--- src/rtl/acc_cfg_master.sv ---
// acc_cfg_master: loads an accelerator's source, target and control registers over a
// granted register bus, then waits for its interrupt. Optional macro ACC_TIMEOUT_EN adds a wait timeout.
module acc_cfg_master #(
  parameter int unsigned    DW           = 8,
  parameter int unsigned    AW           = 16,
  parameter int unsigned    BAW          = 16,
  parameter logic [BAW-1:0] REG_SRC_BASE = BAW'(16'h0010),
  parameter logic [BAW-1:0] REG_DST_BASE = BAW'(16'h0012),
  parameter logic [BAW-1:0] REG_CTL      = BAW'(16'h0014),
  parameter logic [DW-1:0]  CTL_START    = DW'(8'h80),
  parameter int unsigned    TO_CYCLES    = 1024
) (
  input  logic           clk,
  input  logic           rst,
  input  logic           cmd_valid,
  output logic           cmd_ready,
  input  logic [AW-1:0]  cmd_src,
  input  logic [AW-1:0]  cmd_dst,
  output logic           bus_req,
  input  logic           bus_gnt,
  output logic [BAW-1:0] bus_addr,
  output logic [DW-1:0]  bus_wdata,
  output logic           bus_write,
  input  logic           acc_int,
  output logic           busy,
  output logic           done,
  output logic           err
);

  localparam int unsigned   NB   = AW / DW;
  localparam int unsigned   IW   = (NB > 1) ? $clog2(NB) : 1;
  localparam logic [IW-1:0] LAST = IW'(NB - 1);

  generate
    if ((AW % DW) != 0 || NB == 0 || TO_CYCLES < 2 || TO_CYCLES > 65535) begin : g_param_check
      $error("acc_cfg_master: AW must be a nonzero multiple of DW, TO_CYCLES within 2..65535");
    end
  endgenerate

  typedef enum logic [2:0] {IDLE, REQ, WR_SRC, WR_DST, WR_CTL, WAIT_INT, FIN} state_t;

  state_t        state;
  logic [AW-1:0] src_q;
  logic [AW-1:0] dst_q;
  logic [IW-1:0] idx;
  logic [IW-1:0] idx_dn;

  always_comb idx_dn = idx - IW'(1);

  function automatic logic [DW-1:0] pick(input logic [AW-1:0] w, input logic [IW-1:0] k);
    return w[k*DW +: DW];
  endfunction

`ifdef ACC_TIMEOUT_EN
  logic [15:0] to_cnt;
`else
  assign err = 1'b0;
`endif

  // Each write is presented one cycle ahead and only advances on a granted cycle,
  // so a lost grant simply leaves addr/data/write frozen.
  always_ff @(posedge clk or posedge rst) begin
    if (rst) begin
      state     <= IDLE;
      cmd_ready <= 1'b1;
      busy      <= 1'b0;
      bus_req   <= 1'b0;
      bus_write <= 1'b0;
      bus_addr  <= '0;
      bus_wdata <= '0;
      done      <= 1'b0;
      src_q     <= '0;
      dst_q     <= '0;
      idx       <= '0;
`ifdef ACC_TIMEOUT_EN
      err       <= 1'b0;
      to_cnt    <= '0;
`endif
    end else begin
      done <= 1'b0;
`ifdef ACC_TIMEOUT_EN
      err  <= 1'b0;
`endif
      case (state)
        IDLE: begin
          if (cmd_valid) begin
            src_q     <= cmd_src;
            dst_q     <= cmd_dst;
            cmd_ready <= 1'b0;
            busy      <= 1'b1;
            bus_req   <= 1'b1;
            state     <= REQ;
          end
        end
        REQ: begin
          if (bus_gnt) begin
            bus_write <= 1'b1;
            bus_addr  <= REG_SRC_BASE + BAW'(LAST);
            bus_wdata <= pick(src_q, LAST);
            idx       <= LAST;
            state     <= WR_SRC;
          end
        end
        WR_SRC: begin
          if (bus_gnt) begin
            if (idx != '0) begin
              idx       <= idx_dn;
              bus_addr  <= REG_SRC_BASE + BAW'(idx_dn);
              bus_wdata <= pick(src_q, idx_dn);
            end else begin
              idx       <= LAST;
              bus_addr  <= REG_DST_BASE + BAW'(LAST);
              bus_wdata <= pick(dst_q, LAST);
              state     <= WR_DST;
            end
          end
        end
        WR_DST: begin
          if (bus_gnt) begin
            if (idx != '0) begin
              idx       <= idx_dn;
              bus_addr  <= REG_DST_BASE + BAW'(idx_dn);
              bus_wdata <= pick(dst_q, idx_dn);
            end else begin
              bus_addr  <= REG_CTL;
              bus_wdata <= CTL_START;
              state     <= WR_CTL;
            end
          end
        end
        WR_CTL: begin
          if (bus_gnt) begin
            bus_write <= 1'b0;
            bus_req   <= 1'b0;
            state     <= WAIT_INT;
`ifdef ACC_TIMEOUT_EN
            to_cnt    <= '0;
`endif
          end
        end
        WAIT_INT: begin
          if (acc_int) begin
            done  <= 1'b1;
            state <= FIN;
          end
`ifdef ACC_TIMEOUT_EN
          else if (to_cnt == 16'(TO_CYCLES - 1)) begin
            err   <= 1'b1;
            state <= FIN;
          end else begin
            to_cnt <= to_cnt + 16'd1;
          end
`endif
        end
        FIN: begin
          busy      <= 1'b0;
          cmd_ready <= 1'b1;
          state     <= IDLE;
        end
        default: state <= IDLE;
      endcase
    end
  end

endmodule

--- config.mk ---
export PLATFORM = sky130hd
export DESIGN_NAME = acc_cfg_master
export DESIGN_NICKNAME = d
export VERILOG_FILES = /design/src/rtl/acc_cfg_master.sv
export SDC_FILE = /design/constraint.sdc
export NUM_CORES = 1
export LEC_CHECK = 0
export BUFFER_PORTS_ARGS = -buffer_cell sky130_fd_sc_hd__buf_2
export CORE_ASPECT_RATIO = 0.7
export CORE_UTILIZATION = 25
export DETAILED_ROUTE_END_ITERATION = 10
export PLACE_DENSITY = 0.51
export SYNTH_ARGS = -nofsm -noshare
export SYNTH_HDL_FRONTEND = slang
export SYNTH_SLANG_ARGS = --single-unit
--- constraint.sdc ---
create_clock -name clk -period 2.74 [get_ports clk]
set_input_delay 0.137 -clock clk [delete_from_list [all_inputs] [get_ports clk]]
set_output_delay 0.137 -clock clk [all_outputs]
set_load 0.1 [all_outputs]
## Word level (Yosys, flattened, before mapping)

Cells that the tools add are included.

| operators by class | value |
|---|---|
| add/sub/neg operators | 3 |
| equality and inequality tests | 14 |
| shift-type cells | 2 |
| mux-type cells | 36 |
| reduce and logical (&&, ||, !) cells | 11 |

Operators with widths:

| kind | number |
|---|---|
| 16-bit two-way mux | 3 |
| 16-bit one-hot mux with 3 select lines | 1 |
| 8-bit two-way mux | 5 |
| 16-bit by 5-bit variable part select with 8-bit output | 2 |
| 3-bit two-way mux | 8 |
| 8-bit one-hot mux with 3 select lines | 1 |
| 3-bit one-hot mux with 6 select lines | 1 |
| 2-bit != test (second input constant) | 8 |
| 5-bit by 1-bit adder with 6-bit output (first input constant) | 2 |
| 6-bit two-way mux | 2 |
| 1-bit two-way mux | 10 |
| 3-bit == test (second input constant) | 3 |
| 1-bit one-hot mux with 2 select lines | 4 |
| 8-bit AND reduction | 1 |
| 3-bit by 2-bit == test with 1-bit output (second input constant) | 2 |
| 3-bit AND reduction | 2 |
| 2-bit nonzero test | 3 |
| 2-bit AND reduction | 2 |
| 4-bit AND reduction | 1 |
| 3-bit by 1-bit == test with 1-bit output (second input constant) | 1 |
| 3-bit zero test | 1 |
| 1-bit one-hot mux with 3 select lines | 1 |
| 3-bit nonzero test | 1 |
| 1-bit subtractor (second input constant) | 1 |

| storage, ports and cells | value |
|---|---|
| flip-flop bits (word level) | 65 |
| input port bits | 37 |
| output and inout bits | 30 |
| logic and storage cells | 77 |

## Logic depth before layout (Yosys ltp)

Gate-level depths: netlist of the first run.

| depth | value |
|---|---|
| depth in word-level cells | 5 |
| gate-level depth with buffers | 5 |
| mapped depth without buffers | 3 |

## Worst setup path before layout of the first run

OpenSTA, ideal clock, no wires.

| timing path | value |
|---|---|
| kind | reg2reg |
| from | reg state[2] |
| to | reg dst_q[0] |
| setup time | 125 ps |
| arrival time | 1,295 ps |
| data required time | 2,615 ps |
| setup slack | 1,320 ps |
| cell stages (with the launch flop) | 5 |
| path buffers | 1 |
| period minus slack after synthesis | 1,420 ps |
| cells stage by stage | dfrtp_1 > nand2b_4 > nor3_4 > buf_6 > mux2_2 |

| between the ends | value |
|---|---|
| word-level cells in the longest chain between the ends | 2 |

RTL lines:

| item | line | text |
|---|---|---|
| start, declared | 42 | `state_t state;` |
| start signal, assigned | 64 | `state <= IDLE;` |
| start signal, assigned | 92 | `state <= REQ;` |
| start signal, assigned | 101 | `state <= WR_SRC;` |
| 3-bit zero test | 84 | `case (state)` |
| 2-bit AND reduction (no source line) | - |  |
| end signal, assigned | 88 | `dst_q <= cmd_dst;` |
| end, declared | 44 | `logic [AW-1:0] dst_q;` |

No other way between the ends.
A chain may end at the register's enable or synchronous reset.

## Worst setup path in the final report of the first run

| timing path | value |
|---|---|
| from | reg state[1] |
| to | reg bus_wdata[3] |

| between the ends | value |
|---|---|
| word-level cells in the longest chain between the ends | 3 |
| elaborated cells between the ends (all ways) | 9 |
| those cells by class | 6 x eq/ne; 1 x mux; 2 x reduce/logical |

RTL lines:

| item | line | text |
|---|---|---|
| 3-bit by 1-bit == test with 1-bit output or 3-bit by 2-bit == test with 1-bit output (tied branches) | 84 |  |
| 2-bit != test (no source line) or 3-bit nonzero test (tied branches) | - |  |
| 4-bit AND reduction (no source line) | - |  |
| end signal, assigned | 99 | `bus_wdata <= pick(src_q, LAST);` |
| end signal, assigned | 109 | `bus_wdata <= pick(src_q, idx_dn);` |
| end signal, assigned | 113 | `bus_wdata <= pick(dst_q, LAST);` |
| end, declared | 22 | `output logic [DW-1:0] bus_wdata,` |

Parallel ways exist; a longest one is shown, timed or not.

==> results.md, run 1 <==
GRT:
- Entering global routing, the biggest net connects 35 pins.
- The via count of the first global-routing pass is 1750.
- The initial antenna violation count was 0.
- After global routing the overflow that remains totals 0.
- In the global route stage, overall resource usage came out at 0.120.
- The first-pass GRT wire length is 9530 um.

Critical path:
- STA classifies the critical path startpoint as a flip-flop.
- The slowest cell on the critical path is sky130_fd_sc_hd__dfrtp_1.
- The type of the worst setup path is reg -> reg.
- The maximum cell stage delay along the critical path is 0.77 ns.
- The type of element capturing the critical path is a flip-flop.
- The data required time at the worst endpoint is 2.91 ns.
- The highest fanout seen on the critical path is 20.
- The number of buffers and inverters on the critical path is 0.
- The top cell family by delay on the critical path is flip-flops.
- Data on the critical path arrives at its endpoint at 2.15 ns.
- The critical path goes through nor2b_1, o211ai_1, a22o_1.

Timing:
- The worst slew slack as a fraction of its limit is 0.550.
- The number of pins with negative max-slew slack in the final report is 0.
- The worst clock skew is ~0.01 ns.
- At the pin with the least slew margin, the transition time is ~0.67 ns.
- The share of the cycle needed by the critical path after routing is 0.719.
- The maximum clock rate is between 500 and 600 MHz.
- The final setup violation count is 0.
- The number of hold violations in the final report is 0.
- The accumulated negative setup slack is 0 ns.
- The time the worst path needs with I/O delays and setup is 1.97 ns.
- Setup repair after global routing left no endpoint under its margin.

Synth:
- The number of synthesis warnings is 0.
- By area the synthesized netlist is led by sky130_fd_sc_hd__dfrtp_1 (51%), sky130_fd_sc_hd__mux2_2 (14%), sky130_fd_sc_hd__buf_4 (4.8%).
- Counting every instance in the synthesized netlist gives 211.
- Counting distinct cell types in the post-synthesis netlist gives 37.
- The share of the synthesized area in the top cell type is 0.511.
- Each instance of the synthesized netlist takes up on average 11.8 um2.
- The synthesized cell area is 2500 um2.
- The library cell with the largest summed area after synthesis is sky130_fd_sc_hd__dfrtp_1.
- Of the synthesized area, sequential elements account for 0.522.
- The flip-flop and latch count after synthesis is 52.

Clocking:
- The number of H-tree levels is 2.
- TritonCTS built the clock tree.
- No sink is reached through more buffers than the 2 on the longest clock path.
- The sink count of the clock tree is 52.
- After clock tree synthesis, the clock-pin slew on the worst setup and hold paths is 0.07 ns.
- Clock latency on the worst-skew pair, taken at its later pin, is 0.29 ns.
- The number of buffers created by CTS is 5.
- In this run the clock root is driven by a sky130_fd_sc_hd__clkbuf_16.

Final layout:
- The finished cells cover 2970 um2.
- At the end of the flow, the number of nets in the layout was between 200 and 300.
- The fraction of layout cells with a size suffix above 1 is 0.388.
- The area added between synthesis and finish is 19.0%.
- Measured on the finished design, the core utilization comes to 0.307.
- The count of antenna diodes in the layout is 0.
- The final non-filler cell total is roughly 400.

Route:
- The via count normalized by instance count is 4.46.
- The first detailed-routing pass ran for 4 iterations.
- The post-detailed-route wirelength per cell is 14.9 um.
- The final routed wirelength across all metal layers is 5830 um.
- The count of nets left with antenna violations once routing finished came out at 0.
- For this block, the via count after detailed routing is 1744.
- The DRC violation total after the first TritonRoute iteration is 84.
- The final routed DRC violation total is 0.

Die:
- The initialized floorplan defines 30 standard-cell rows.
- The vertical die dimension is 85.6 um.
- After floorplanning, the core was sized to cover roughly 9700 um2.
- The number of ports placed on the die boundary is 67.
- The width of the chip is 121 um.
- The area enclosed by the die boundary is 10400 um2.
- The initial utilization of the core area, before any placement, comes to 0.258.

Power and ir drop:
- The total chip power is 0.00417 W.
- The power density over the cells is approximately 1400 nW/um2.
- The leakage dissipation is 1.33 nW.
- The worst-case vdd ir drop is approximately 380 uV.

Place:
- The cell total after placement is 382.
- The total half-perimeter wirelength after legalization and detailed placement is 4330 um.
- The final weighted congestion in routability-driven placement is 0.744.
- In this run the cell area measured after placement is 2820 um2.
- The number of input and output port buffers inserted is 53.

Flow run:
- The count of maximum capacitance violations is 0.

Run status:
- The run finished with clean final reports.

Worst hold path:
- The worst hold-check path type is in -> reg.
==> area by class of cell <==
cell class | instances | area, um2
fillers | 1022 | 6710
flip-flops and latches | 52 | 1300
multi-input cells | 138 | 1020
repair buffers | 60 | 320
well taps | 128 | 160
clock buffers | 6 | 129
inverters | 5 | 18.8
clock inverters | 2 | 16.3
==> registers in the layout, summed over array words and instances (netlist names) <==
name	flops
bus_addr	4
bus_req	1
bus_wdata	8
bus_write	1
busy	1
cmd_ready	1
done	1
dst_q	16
src_q	16
state	3
==> cell usage after synthesis (all sizes together) <==
master	instances
buf	26
dfrtp	51
nand2	7
o21ai	5
a22o	7
nor3	1
and3	1
dfstp	1
inv	5
a311oi	1
nand2b	4
a2bb2oi	1
clkbuf	2
o31a	1
mux2	33
conb	1
nand4	1
and2b	1
nor2b	4
nor2	9
o221ai	1
a21oi	16
o21a	1
o211ai	9
nand3	8
mux2i	7
nor3b	1
a32oi	1
a21boi	1
o2bb2ai	3
nor4bb	1
==> report_power, final <==
group          internal [W]  switching [W]  total, W  leakage (nW)
clock              0.000341       0.000277  0.000618        0.0671
sequential          0.00114       0.000325   0.00147         0.611
combinational      0.000673        0.00141   0.00209         0.654
total               0.00216        0.00201   0.00417          1.33
==> cells by family (layout without fill, tap and decap cells) <==
group | count (synthesis) | after routing | synth area share
and+or+nand+nor | 38 | 38 | 0.0847
other | 1 | 13 | 0.00150
AOI/OAI and AO/OA | 47 | 47 | 0.129
muxes | 40 | 40 | 0.177
DFF | 52 | 52 | 0.522
buffers and inverters | 33 | 73 | 0.0857
==> cells in the final DEF, fill, tap and decap left out, types with 2 or more instances in the layout <==
cell,netlist,final
sky130_fd_sc_hd__a22o_1,7,7
sky130_fd_sc_hd__nand2_1,7,7
sky130_fd_sc_hd__clkbuf_16,0,5
sky130_fd_sc_hd__conb_1,1,13
sky130_fd_sc_hd__mux2_1,2,2
sky130_fd_sc_hd__o211ai_1,9,9
sky130_fd_sc_hd__o21ai_0,4,4
sky130_fd_sc_hd__o2bb2ai_1,3,3
sky130_fd_sc_hd__dfrtp_1,51,51
sky130_fd_sc_hd__nand3_1,8,8
sky130_fd_sc_hd__nor2_1,9,9
sky130_fd_sc_hd__buf_4,16,6
sky130_fd_sc_hd__a21oi_1,16,16
sky130_fd_sc_hd__nand2b_1,3,3
sky130_fd_sc_hd__mux2i_1,7,7
sky130_fd_sc_hd__nor2b_1,4,4
sky130_fd_sc_hd__buf_2,6,53
sky130_fd_sc_hd__mux2_2,31,31
sky130_fd_sc_hd__inv_1,5,4
==> per-layer routing <==
metal | vias to the layer above | global-route usage | part of all wire
met5 | - | 0 | 0
met4 | 0 | 0.0370 | 0.0098
met3 | 5 | 0.0286 | 0.050
met2 | 53 | 0.168 | 0.41
met1 | 854 | 0.181 | 0.53
li1 | 832 | - | -
==> worst reg2reg max path, delay by kind of cell (launching register included) <==
family / cells / cell delay [ns]
DFF: 1 / 0.77
and+or+nand+nor: 1 / 0.64
AOI/OAI and AO/OA: 2 / 0.44
==> path summary, 6_finish.rpt <==
path / startpoint / depth (start not counted) / slack [ns] / to
min: cmd_dst[5] / 2 / 0.07 / dst_q[5]
min in group asynchronous: rst / 3 / 0.35 / dst_q[8]
max reg2reg: state[1] / 3 / 0.77 / bus_wdata[3]
max in group asynchronous: rst / 4 / 1.79 / bus_wdata[3]
max: state[1] / 3 / 0.77 / bus_wdata[3]
min reg2reg: bus_addr[4] / 1 / 0.47 / bus_addr[4]
==> timing repair <==
action,in CTS,in global routing
gates resized for setup,0,0
hold buffers,1,0
setup buffers,0,0
hold endpoints to repair,14,0
==> stage by stage <==
stage | hold WS (ns) | setup WS (ns)
2_1_floorplan | 0.272 | 1.32
3_3_place_gp | 0.111 | 0.818
3_5_place_dp | 0.115 | 0.776
4_1_cts | 0.0709 | 0.764
5_1_grt | 0.0697 | 0.606
6_report | 0.0747 | 0.769
Note: power is estimated with default switching activity, not from simulation.
==> inputs of run 2 (changes only) <==
--- a/config.mk
+++ b/config.mk
@@ -9,7 +9,7 @@
 export CORE_ASPECT_RATIO = 0.7
 export CORE_UTILIZATION = 25
 export DETAILED_ROUTE_END_ITERATION = 10
-export PLACE_DENSITY = 0.51
+export PLACE_DENSITY = 0.53
 export SYNTH_ARGS = -nofsm -noshare
 export SYNTH_HDL_FRONTEND = slang
 export SYNTH_SLANG_ARGS = --single-unit
==> constraint.sdc (replaced) <==
create_clock -name clk -period 1.66 [get_ports clk]
set_input_delay 0.083 -clock clk [delete_from_list [all_inputs] [get_ports clk]]
set_output_delay 0.083 -clock clk [all_outputs]
set_load 0.1 [all_outputs]
==> results.md, run 2 (synthesis results as in run 1) <==
Timing:
- The number of hold violations in the final report was 0.
- Static timing analysis puts the maximum clock frequency at 647 MHz.
- Setup repair after global routing left no endpoint under its margin.
- The time the worst path needs with I/O delays and setup is 1.55 ns.
- Setup violations remaining at the end of the flow were counted as 0.
- The number of pins with negative max-slew slack in the final report is 0.
- Between clock sinks in the finished design, the worst skew comes to 0.00731 ns.
- The accumulated negative setup slack is 0 ns.
- Dividing the final minimum period by the clock period gives 0.931.
- At the pin with the least slew margin, the transition time is 0.556 ns.
- The worst slew slack as a fraction of its limit is 0.629.

Clocking:
- The number of buffers created by CTS is 5.
- The clock tree synthesis step divided the H-tree into 2 levels.
- At the later pin of the worst-skew pair, clock insertion delay measures 0.29 ns.
- The sink count of the clock tree is 52.
- No sink is reached through more buffers than the 2 on the longest clock path.
- The CTS tree is built.
- The clock slew at the register clock pins of the worst setup and hold paths is 0.07 ns.
- CTS placed an instance of sky130_fd_sc_hd__clkbuf_16 at the clock tree root.

GRT:
- The first-pass GRT wire length is 9590 um.
- After global routing the overflow that remains totals 0.
- The pin count of the biggest net entering global routing is 23.
- The via count of the first global-routing pass is between 1500 and 2000.
- The initial antenna violation count is 0.
- In the global route stage, overall resource usage came out at 0.123.

Route:
- The final routed wirelength across all metal layers is around 5900 um.
- The post-route antenna net violation count is 0.
- The total iterations of the first detailed-routing run is 4.
- The DRC violation total after the first TritonRoute iteration is 62.
- After detailed routing, the number of remaining DRC violations is 0.
- The post-detailed-route wirelength per cell is between 10 and 15 um.
- The total number of vias is 1738.
- Using the TritonRoute via totals, the vias-per-cell ratio works out to between 4 and 5.

Final layout:
- The count of antenna diodes in the layout is 0.
- The largest registers in the layout are dst_q (16), src_q (16), bus_wdata (8).
- The area added between synthesis and finish is 23.0%.
- The number of nets in the layout is about 310.
- Fill cells in the final layout number 992.
- Leaving out fill and tap cells, the most frequent cell in the layout is sky130_fd_sc_hd__buf_2.
- The fraction of layout cells with a size suffix above 1 is 0.410.
- Leaving out fill and tap cells, the most frequent cells in the layout are sky130_fd_sc_hd__buf_2 (52), sky130_fd_sc_hd__dfrtp_1 (51), sky130_fd_sc_hd__mux2_2 (31).
- The finished cells cover 3070 um2.

Power and ir drop:
- Of the total power, registers draw 0.314.
- The share of total power dissipated in the clock network is 0.161.
- Across the VDD grid, the largest voltage drop is roughly 660 uV.
- The power density over the cells is between 2000 and 2500 nW/um2.
- The internal cell power is just under 0.004 W.
- Summed over all nets, the switching power comes to roughly 0.0033 W.
- The total chip power is 0.00721 W.
- The share of total power dissipated in combinational logic is 0.524.
- The analysis attributes to cell leakage a power of 1.39 nW.
- The proportion of total power due to net switching is 0.463.

Critical path:
- The type of element capturing the critical path is a flip-flop.
- The signal arrival time at the worst endpoint is 1.72 ns.
- Data on the critical path is required at its endpoint by 1.83 ns.
- The highest fanout seen on the critical path is 19.
- The length in cells of the worst reg-to-reg path is 4.
- The type of origin of the critical path is a flip-flop.
- The type of the worst setup path is reg -> reg.

Place:
- Input and output buffers added on the ports amount to 53.
- The placed instances occupy a cell area of 2890 um2.
- The final weighted congestion in routability-driven placement is 0.775.
- The total half-perimeter wirelength after legalization and detailed placement is 4390 um.

Worst hold path:
- The worst hold-check path type is in -> reg.
- The worst hold path passes through 2 cells.

Die:
- Pin placement for this block handled 67 I/O pins.
- The area enclosed by the die boundary is 10400 um2.
- The floorplan step set the die width to 121 um.
- The core region area is 9680 um2.
- From bottom edge to top edge, the die measures approximately 86 um.
- For this configuration, the core starts out at a cell density of 0.258.
- After floorplanning, the core was divided into 30 placement rows.

Flow run:
- The tool flagged a number of max-cap violations equal to 0.

Run status:
- The run finished with clean final reports.
-- run 2: final cells by class --
class | count | area (um2) | area share
Sequential cell | 52 | 1300 | 0.424
Tap cell | 128 | 160 | 0.0522
Multi-Input combinational cell | 138 | 1020 | 0.334
Clock inverter | 3 | 42.5 | 0.0139
Timing Repair Buffer | 68 | 395 | 0.129
Inverter | 5 | 18.8 | 0.00611
Clock buffer | 5 | 125 | 0.0408
-- run 2: metrics by stage --
stage               setup WS (ns)   util  hold WS, ns  cells
floorplan                   0.240      -        0.218    223
global placement            0.187  0.299        0.123    390
detailed placement          0.124  0.299        0.118    390
CTS                         0.110  0.317       0.0205    399
global route               0.0403  0.317       0.0158    399
finish                      0.115  0.317       0.0213    399
-- run 2: critical path, cell delays in order (launching register included) --
cell	delay, ns
sky130_fd_sc_hd__dfrtp_1	0.44
sky130_fd_sc_hd__nand2b_4	0.18
sky130_fd_sc_hd__nor3_4	0.13
sky130_fd_sc_hd__buf_4	0.30
sky130_fd_sc_hd__mux2_2	0.37
-- run 2: what timing repair did --
item | 4_1_cts | 5_1_grt
buffers inserted | 0 | 0
hold endpoints to repair | 17 | 0
gates resized for setup | 0 | 0
hold buffers | 1 | 0
-- run 2: layer usage --
| layer | vias up | share of wire | global-route usage |
|---|---|---|---|
| met3 | 6 | 0.051 | 0.0306 |
| met2 | 51 | 0.43 | 0.171 |
| met1 | 837 | 0.50 | 0.180 |
| met4 | 0 | 0.017 | 0.0471 |
| li1 | 844 | - | - |
| met5 | - | 0 | 0 |
-- run 2: power by group through the flow --
stage | clock network, W | registers, W | logic (W)
after detailed placement | 0 | 0.00230 | 0.00381
after floorplan | 0 | 0.00327 | 0.00202
final | 0.00116 | 0.00227 | 0.00378
after global placement | 0 | 0.00228 | 0.00376
after CTS | 0.00120 | 0.00228 | 0.00381
after global routing | 0.00126 | 0.00237 | 0.00405
-- run 2: worst paths after layout --
check                             from  slack, ns      endpoint
max                           state[2]       0.11      dst_q[6]
min                         cmd_dst[5]       0.02      dst_q[5]
max reg2reg                   state[2]       0.11      dst_q[6]
min reg2reg                bus_addr[4]       0.47   bus_addr[4]
max in group asynchronous          rst       0.68      dst_q[6]
min in group asynchronous          rst       0.34  bus_wdata[7]
